### src/rtl/matrix_mem_unit.sv
// rtl/matrix_mem_unit.sv - A/B/C operand and result store with run sequencing for the MAC engine.
// Host loads A/B and reads C outside a run; the MAC reads A/B and writes C only while running.
module matrix_mem_unit #(
  parameter int param_M            = 4,
  parameter int param_K            = 4,
  parameter int param_N            = 4,
  parameter int DATA_WIDTH_INITIAL = 8,
  parameter int DATA_WIDTH_FINAL   = DATA_WIDTH_INITIAL * 2,
  parameter int HADDR_W            = $clog2(
    ((param_M*param_K > param_K*param_N) ? param_M*param_K : param_K*param_N) > param_M*param_N ?
    ((param_M*param_K > param_K*param_N) ? param_M*param_K : param_K*param_N) : param_M*param_N)
) (
  input  logic                                  clk,
  input  logic                                  rst,
  input  logic [1:0]                            host_sel,
  input  logic                                  host_we,
  input  logic                                  host_re,
  input  logic [HADDR_W-1:0]                    host_addr,
  input  logic [DATA_WIDTH_FINAL-1:0]           host_wdata,
  output logic [DATA_WIDTH_FINAL-1:0]           host_rdata,
  output logic                                  host_rvalid,
  input  logic                                  start,
  output logic                                  busy,
  output logic                                  done,
  output logic                                  err,
  output logic                                  mac_start,
  input  logic                                  a_b_re,
  input  logic [$clog2(param_M*param_K)-1:0]    a_addr_in,
  input  logic [$clog2(param_K*param_N)-1:0]    b_addr_in,
  output logic [DATA_WIDTH_INITIAL-1:0]         a_data_out,
  output logic [DATA_WIDTH_INITIAL-1:0]         b_data_out,
  input  logic                                  c_we,
  input  logic [$clog2(param_M*param_N)-1:0]    c_addr_in,
  input  logic [DATA_WIDTH_FINAL-1:0]           c_data_in,
  input  logic                                  mac_done
);

  localparam int MK   = param_M * param_K;
  localparam int KN   = param_K * param_N;
  localparam int MN   = param_M * param_N;
  localparam int AW_A = $clog2(MK);
  localparam int AW_B = $clog2(KN);
  localparam int AW_C = $clog2(MN);
  localparam int CW   = $clog2(MN + 1);

  typedef enum logic [1:0] {IDLE = 2'd0, RUN = 2'd1, DONE = 2'd2} state_e;

  state_e state;
  logic [CW-1:0] wr_cnt;

  logic [DATA_WIDTH_INITIAL-1:0] mem_a [MK];
  logic [DATA_WIDTH_INITIAL-1:0] mem_b [KN];
  logic [DATA_WIDTH_FINAL-1:0]   mem_c [MN];

  logic            a_ok, b_ok, c_ok;
  logic            ha_ok, hb_ok, hc_ok;
  logic [AW_A-1:0] ha_idx;
  logic [AW_B-1:0] hb_idx;
  logic [AW_C-1:0] hc_idx;
  logic [DATA_WIDTH_FINAL-1:0] host_rd_val;

  assign a_ok   = 32'(a_addr_in) < MK;
  assign b_ok   = 32'(b_addr_in) < KN;
  assign c_ok   = 32'(c_addr_in) < MN;
  assign ha_ok  = 32'(host_addr) < MK;
  assign hb_ok  = 32'(host_addr) < KN;
  assign hc_ok  = 32'(host_addr) < MN;
  assign ha_idx = host_addr[AW_A-1:0];
  assign hb_idx = host_addr[AW_B-1:0];
  assign hc_idx = host_addr[AW_C-1:0];

  // Reserved select and out-of-range addresses read back as zero.
  always_comb begin
    host_rd_val = '0;
    case (host_sel)
      2'b00:   if (ha_ok) host_rd_val = DATA_WIDTH_FINAL'(mem_a[ha_idx]);
      2'b01:   if (hb_ok) host_rd_val = DATA_WIDTH_FINAL'(mem_b[hb_idx]);
      2'b10:   if (hc_ok) host_rd_val = mem_c[hc_idx];
      default: host_rd_val = '0;
    endcase
  end

  // Storage is never cleared; ownership switches between MAC (RUN) and host (otherwise).
  always_ff @(posedge clk) begin
    if (!rst) begin
      if (state == RUN) begin
        if (c_we && c_ok) mem_c[c_addr_in] <= c_data_in;
      end else if (host_we) begin
        case (host_sel)
          2'b00:   if (ha_ok) mem_a[ha_idx] <= host_wdata[DATA_WIDTH_INITIAL-1:0];
          2'b01:   if (hb_ok) mem_b[hb_idx] <= host_wdata[DATA_WIDTH_INITIAL-1:0];
          2'b10:   if (hc_ok) mem_c[hc_idx] <= host_wdata;
          default: ;
        endcase
      end
    end
  end

  always_ff @(posedge clk) begin
    if (rst) begin
      state       <= IDLE;
      mac_start   <= 1'b0;
      busy        <= 1'b0;
      done        <= 1'b0;
      err         <= 1'b0;
      host_rvalid <= 1'b0;
      host_rdata  <= '0;
      a_data_out  <= '0;
      b_data_out  <= '0;
      wr_cnt      <= '0;
    end else begin
      host_rvalid <= 1'b0;
      case (state)
        IDLE, DONE: begin
          if (start) begin
            state     <= RUN;
            done      <= 1'b0;
            err       <= 1'b0;
            wr_cnt    <= '0;
            mac_start <= 1'b1;
            busy      <= 1'b1;
          end
        end
        RUN: begin
          if (c_we && wr_cnt != CW'(MN)) wr_cnt <= wr_cnt + 1'b1;
          if (a_b_re) begin
            a_data_out <= a_ok ? mem_a[a_addr_in] : '0;
            b_data_out <= b_ok ? mem_b[b_addr_in] : '0;
          end
          // A write on the completing edge still counts toward the total.
          if (mac_done) begin
            state     <= DONE;
            mac_start <= 1'b0;
            busy      <= 1'b0;
            done      <= 1'b1;
            err       <= (32'(wr_cnt) + 32'(c_we)) != MN;
          end
        end
        default: state <= IDLE;
      endcase
      if (state != RUN && host_re) begin
        host_rvalid <= 1'b1;
        host_rdata  <= host_rd_val;
      end
    end
  end

endmodule
### config.mk
export PLATFORM = sky130hd
export DESIGN_NAME = matrix_mem_unit
export DESIGN_NICKNAME = d
export VERILOG_FILES = /design/src/rtl/matrix_mem_unit.sv
export SDC_FILE = /design/constraint.sdc
export NUM_CORES = 1
export LEC_CHECK = 0
export BUFFER_PORTS_ARGS = -buffer_cell sky130_fd_sc_hd__buf_2
export CORE_MARGIN = 2
export CORE_UTILIZATION = 45
export DETAILED_ROUTE_END_ITERATION = 8
export PLACE_DENSITY = 0.74
export SLEW_MARGIN = 5
export SYNTH_ARGS = -nofsm -noshare
export SYNTH_HDL_FRONTEND = slang
export SYNTH_SLANG_ARGS = --single-unit
### constraint.sdc
create_clock -name clk -period 2.2 [get_ports clk]
set_input_delay 0.11 -clock clk [delete_from_list [all_inputs] [get_ports clk]]
set_output_delay 0.11 -clock clk [all_outputs]
set_load 0.05 [all_outputs]
**Yosys cells after proc, flatten, opt, wreduce, memory -nomap -nowiden**

Memory sizes are Yosys's and may differ from the RTL's. A register that Yosys moved wholly into a read port is not among the register bits.
Cells that the tools add are included.
Widths: inputs -> output; s select.

- Register bits: 27
- RAM bits: 512
- Input bits: 58
- Output and inout bits: 37
- Logic and storage cells: 71
- Memories kept: 3

Memories:

| name | depth | bits a word | rd ports | clocked after memory_dff | write ports | line | RTL |
|---|---|---|---|---|---|---|---|
| mem_c | 16 | 16 | 1 | 0 | 1 | 53 | `logic [DATA_WIDTH_FINAL-1:0] mem_c [MN];` |
| mem_a | 16 | 8 | 2 | 1 | 1 | 51 | `logic [DATA_WIDTH_INITIAL-1:0] mem_a [MK];` |
| mem_b | 16 | 8 | 2 | 1 | 1 | 52 | `logic [DATA_WIDTH_INITIAL-1:0] mem_b [KN];` |

- Add/sub/neg operators: 2
- Eq/ne operators: 10
- Multiplexer cells: 38
- Reductions and logical operators: 11

Operator list:

| kind | count |
|---|---|
| $pmux 16 s3 | 1 |
| $mux 1 | 26 |
| $mux 16 | 1 |
| $reduce_or 16->1 | 1 |
| $mux 5 | 2 |
| $pmux 5 s2 | 1 |
| $add 5x1->6 | 1 |
| $ne 6x5->1 const B | 1 |
| $pmux 1 s2 | 3 |
| $reduce_and 3->1 | 2 |
| $add 5x1->5 const B | 1 |
| $ne 5x5->1 const B | 1 |
| $eq 2x1->1 const B | 2 |
| $eq 2x2->1 const B | 2 |
| $logic_not 2->1 | 2 |
| $mux 2 | 2 |
| $mux 4 | 1 |
| $ne 2x1->1 const B | 2 |
| $ne 2x2->1 const B | 2 |
| $pmux 2 s2 | 1 |
| $reduce_and 2->1 | 2 |
| $logic_and 1x1->1 | 2 |
| $reduce_bool 2->1 | 1 |
| $reduce_or 2->1 | 1 |

**Depth between registers and ports, before layout**

- Word-level depth: 8
- Depth in mapped cells: 9
- Mapped depth without buffers: 7

**Worst setup path after synthesis**

OpenSTA, ideal clock, no wires.

- Kind: flip-flop to flip-flop
- Start: reg state[1]
- End: mem mem_c[6][0] in the netlist's numbering (enable)
- Library setup time: 0.388 ns
- Arrival: 1.968 ns
- Slack: -0.157 ns
- Stages on the path, launching flop included: 6
- Path buffers: 0
- Clock period less this slack: 2.357 ns
- Path through: dfxtp_1 nand2b_1 nand2_1 nor3b_2 a32oi_1 nor2_1

- Cells in the longest elaborated chain, start to end: 6
- Elaborated cells on any way between the ends: 10

Ends and longest elaborated chain:

| element | line | RTL |
|---|---|---|
| from (decl) | 48 | `state_e state;` |
| from (signal assigned) | 101 | `state <= IDLE;` |
| from (signal assigned) | 116 | `state <= RUN;` |
| from (signal assigned) | 132 | `state <= DONE;` |
| $eq 2x1->1 (*) | 86 | `if (state == RUN) begin` |
| $mux 1 | 86 |  |
| $mux 1 | 85 | `if (!rst) begin` |
| $mux 1 (not written as such) | 92 | `2'b10: if (hc_ok) mem_c[hc_idx] <= host_wdata;` |
| $reduce_or 16->1 (no line) | -- |  |
| $mux 4 (no line) or $mux 1 (tied branches) | -- |  |
| to (decl) | 53 |  |

Mark *: on every way between the ends. The rest lies on a longest branch, timed or not.

**Final worst setup path**

- Start: reg state[1]
- End: mem mem_a[3][1] (enable)

- Cells in the longest elaborated chain, start to end: 4

Ends and longest elaborated chain:

| element | line | RTL |
|---|---|---|
| $eq 2x1->1 | 86 |  |
| $mux 1 | 86 |  |
| $mux 1 | 85 |  |
| $mux 1 (not written as such) | 90 | `2'b00: if (ha_ok) mem_a[ha_idx] <= host_wdata[DATA_WIDTH_INITIAL-1:0];` |
| to (decl) | 51 |  |

Every way passes these cells.

==> impl_table.tex <==
\begin{tabular}{lr}
\hline
Metric & Value \\
\hline
\multicolumn{2}{l}{\textbf{Synth}} \\
Flop and latch count out of synthesis & 555 \\
Async S/R FF share, synth & 0\% \\
EDFF count, synth & 512 \\
Share of synthesized area spent on multiplexers & 20.69\% \\
Leading post-synthesis cells by instance count & sky130\_fd\_sc\_hd\_\_edfxtp\_1 (512), sky130\_fd\_sc\_hd\_\_mux4\_2 (144), sky130\_fd\_sc\_hd\_\_nand2\_1 (79) \\
Synth Area in Compound Gates & 4.172\% \\
Avg Synthesized Cell Area & 19.08 um\^{}2 \\
XOR/XNOR share of the synthesized area & 0.1479\% \\
Dominant cell type by area after synthesis & sky130\_fd\_sc\_hd\_\_edfxtp\_1 \\
Adder and majority gate portion of the synthesized area & 0.2112\% \\
Portion of synthesized cell area occupied by the leading cell type & 64.89\% \\
Most area-consuming cells after synthesis & sky130\_fd\_sc\_hd\_\_edfxtp\_1 (65\%), sky130\_fd\_sc\_hd\_\_mux4\_2 (14\%), sky130\_fd\_sc\_hd\_\_mux4\_1 (3.7\%) \\
Sequential area share after synthesis & 68.53\% \\
Most frequent cell after synthesis & sky130\_fd\_sc\_hd\_\_edfxtp\_1 \\
Post-synth net total & 1304 \\
Post-synthesis cell count & 1242 \\
Number of distinct library cells after synthesis & 45 \\
Yosys warning total & 0 \\
Top FF cell, synth & sky130\_fd\_sc\_hd\_\_edfxtp\_1 \\
Largest family of logic cells by synthesized area & multiplexers \\
Area of the mapped netlist & 0.02369 mm\^{}2 \\
Simple-gate share of the synthesized area & 3.887\% \\
\multicolumn{2}{l}{\textbf{Detailed routing}} \\
Antenna violation net count after detailed routing & 0 \\
Number of vias per cell & 6.153 \\
Total vias in the final route & 13550 \\
DR WL/cell & 27.69 um \\
Overall routed net length & 60970 um \\
1st-pass router iterations & 7 \\
DRC violation count after routing & 0 \\
Number of DRC markers in iteration 0 & 1362 \\
\multicolumn{2}{l}{\textbf{Clocking}} \\
CTS max path bufs & 3 \\
Clock sink count & 555 \\
\# H-tree levels & 2 \\
Buffer cell driving the clock tree root & sky130\_fd\_sc\_hd\_\_clkbuf\_16 \\
Clock latency on the worst-skew pair & 0.65 ns \\
CTS tree & built \\
Reg clk slew, reported paths & 0.06 ns \\
TritonCTS Buffers & 55 \\
\multicolumn{2}{l}{\textbf{STA}} \\
Maximum clock frequency & 466.8 MHz \\
Period Utilization, post-route & 97.38\% \\
RSZ-0062 raised after global routing & yes \\
Final hold slack & -0.01795 ns \\
Count of pins over their slew limit & 0 \\
Clk\_skew & 0.06362 ns \\
Final setup fails & 0 \\
Final hold vios & 3 \\
Headroom to the max-slew limit & 56.55\% \\
Least-Margin Pin Slew & 0.6487 ns \\
Fin crit period & 2.142 ns \\
\multicolumn{2}{l}{\textbf{Worst setup path}} \\
Cell with the most instances on the worst path & sky130\_fd\_sc\_hd\_\_buf\_4 \\
Type of destination of the critical path & flop \\
Delay-heaviest family, CP & simple AND/OR/NAND/NOR gates \\
Reg2Reg Setup Slack & 0.06 ns \\
Largest stage delay on the critical path & 0.39 ns \\
CP Cell Sequence & nand2b\_1 > nand2\_1 > nor3\_1 > buf\_4 > nand3\_1 > nor2\_1 > buf\_4 \\
Biggest fanout along the worst timing path & 8 \\
Reg-to-Reg Start & state[1]\$\_SDFFE\_PP0P\_ \\
Endpoint of the worst-slack reg-to-reg timing path & mem\_a[3][1]\$\_DFFE\_PP\_ \\
Worst Path Class, Setup & flop to flop \\
Slowest cell on crit path & sky130\_fd\_sc\_hd\_\_dfxtp\_1 \\
Count of buffering cells on the critical path with inverters included & 2 \\
Req. time, crit path & 2.49 ns \\
Kind of launch point of the worst setup path & flop \\
Number of cells traversed by the worst register-to-register path & 7 \\
Critical Path AT & 2.43 ns \\
\multicolumn{2}{l}{\textbf{Worst hold path}} \\
WHS Endpoint & mem\_c[15][11]\$\_DFFE\_PP\_ \\
Worst hold start & host\_wdata[11] \\
Hold path depth & 3 \\
Path class of the lowest-slack min-delay path & input pin to flop \\
\multicolumn{2}{l}{\textbf{Die}} \\
Row count & 84 \\
Die extent in x & 233.5 um \\
Die height & 233.5 um \\
Effective utilization at floorplan & 45.27\% \\
Die area & 0.05450 mm\^{}2 \\
Number of top-level pins & 95 \\
Core box area & 0.05234 mm\^{}2 \\
\multicolumn{2}{l}{\textbf{Final layout}} \\
Fraction of layout instances using a drive strength above 1 & 32.78\% \\
Synthesis-to-finish area growth & 17.74\% \\
Total number of nets in the final design & 1528 \\
Layout Cells excl Fill & 2202 \\
Finished Core Util & 53.30\% \\
Filler cell count & 3999 \\
\multicolumn{2}{l}{\textbf{GRT}} \\
First-pass GRT wire length & 88620 um \\
Initial antenna violation count & 3 \\
Total routing resource utilization after global routing & 22.57\% \\
Residual overflow from global routing & 0 \\
Vias in the first global route & 13640 \\
Maximum number of pins on one net before global-route repair & 33 \\
\multicolumn{2}{l}{\textbf{Placed design}} \\
IO buf count & 94 \\
Sum of net half-perimeters after detailed placement & 40870 um \\
Placed cells & 2085 \\
Final weighted congestion of routability-driven global placement & 0.8648 \\
\multicolumn{2}{l}{\textbf{Power}} \\
Maximum ir drop on the vdd rail & 0.0007161 V \\
Total design power & 0.02259 W \\
Pwr/cell area & 809.7 mW/mm\^{}2 \\
Leakage & 9.527 nW \\
\multicolumn{2}{l}{\textbf{Job}} \\
\# Max-Cap Violations & 0 \\
\multicolumn{2}{l}{\textbf{Outcome}} \\
Violated checks & negative hold slack \\
Run status & complete, but fails checks \\
\hline
\end{tabular}
[worst reg2reg max path, delay by kind of cell, from the launching register on]
family / cells / cell delay [ns]
buffers and inverters: 2 / 0.40
DFF: 1 / 0.39
and+or+nand+nor: 5 / 1.00
[cell usage in the layout, fill, tap and decap left out, types with 8 or more instances in the layout]
master	instances
sky130_fd_sc_hd__mux2i_1	78
sky130_fd_sc_hd__nor2_2	15
sky130_fd_sc_hd__dlygate4sd3_1	12
sky130_fd_sc_hd__nor2_1	50
sky130_fd_sc_hd__a221o_1	8
sky130_fd_sc_hd__mux4_2	144
sky130_fd_sc_hd__nand4_1	10
sky130_fd_sc_hd__clkbuf_16	55
sky130_fd_sc_hd__clkbuf_8	8
sky130_fd_sc_hd__nand3_1	19
sky130_fd_sc_hd__clkbuf_1	18
sky130_fd_sc_hd__clkinv_1	8
sky130_fd_sc_hd__a32o_1	25
sky130_fd_sc_hd__a22oi_1	52
sky130_fd_sc_hd__mux4_1	33
sky130_fd_sc_hd__a21oi_1	17
sky130_fd_sc_hd__buf_12	20
sky130_fd_sc_hd__buf_4	127
sky130_fd_sc_hd__buf_2	92
sky130_fd_sc_hd__edfxtp_1	512
sky130_fd_sc_hd__dfxtp_1	43
sky130_fd_sc_hd__nand2_1	72
[metrics by stage]
stage | TNS [ns] | instance area (um^2) | setup WS (ns)
finish | 0 | 27900 | 0.05771
global route | -0.3450 | 27900 | -0.02662
CTS | 0 | 27840 | 0.06960
detailed placement | 0 | 25890 | 0.01836
global placement | 0 | 25890 | 0.002499
floorplan | -27.84 | 23690 | -0.1567
[worst max-delay path by stage]
stage | endpoint | cells past startpoint | slack [ns] | startpoint
2_1_floorplan | mem_c[6][0]$_DFFE_PP_ | 5 | -0.16 | state[1]$_SDFFE_PP0P_
3_3_place_gp | host_rdata[6]$_SDFFE_PP0P_ | 6 | 0.002 | host_addr[0]
3_5_place_dp | host_rdata[6]$_SDFFE_PP0P_ | 6 | 0.02 | host_addr[0]
4_1_cts | mem_c[14][10]$_DFFE_PP_ | 6 | 0.07 | state[1]$_SDFFE_PP0P_
5_1_grt | mem_a[3][1]$_DFFE_PP_ | 7 | -0.03 | state[1]$_SDFFE_PP0P_
6_report | mem_a[3][1]$_DFFE_PP_ | 7 | 0.06 | state[1]$_SDFFE_PP0P_
[area by class of cell]
cell class	count	area, um^2	share of cell area (%)
multi-input cells	595	7004	25.11
clock inverters	24	277.8	0.9957
flip-flops and latches	555	16240	58.20
diodes	1	2.502	0.008971
repair buffers	252	1948	6.984
well taps	688	860.8	3.086
clock buffers	80	1540	5.521
inverters	7	26.28	0.09419
[where the power goes]
group | switching [W] | internal, W | total (W)
Clock | 0.00403 | 0.00527 | 0.00929
Sequential | 0.0000334 | 0.0116 | 0.0116
Combinational | 0.00100 | 0.000659 | 0.00166
Total | 0.00506 | 0.0175 | 0.0226
[cells by family (layout without fill, tap and decap cells)]
family          count (synthesis)  after routing
fa+ha+maj                       4              4
compound gates                126            126
mux                           256            256
buf+inv                        92            363
xor+xnor                        4              4
simple gates                  205            205
flops                         555            555
other cells                     0              1
[what timing repair did]
item | 4_1_cts | 5_1_grt
buffers inserted | 0 | 0
hold buffers | 12 | 0
endpoints found under the setup margin | 6 | 246
resized for setup | 1 | 14
gates cloned | 0 | 0
endpoints found under the hold margin | 47 | 0
[routing by layer]
layer	wire, um	GRT usage [%]
met5	11	0
met4	2070	8.070
met3	5078	4.004
met2	31280	38.77
met1	22520	28.89
[sequential cells by signal, indices dropped and copies added (netlist names), 2 cells and up]
| name | flops |
|---|---|
| a_data_out | 8 |
| host_rdata | 16 |
| mem_b | 128 |
| wr_cnt | 5 |
| mem_c | 256 |
| b_data_out | 8 |
| mem_a | 128 |
| state | 2 |
Note: power is estimated with default switching activity, not from simulation.
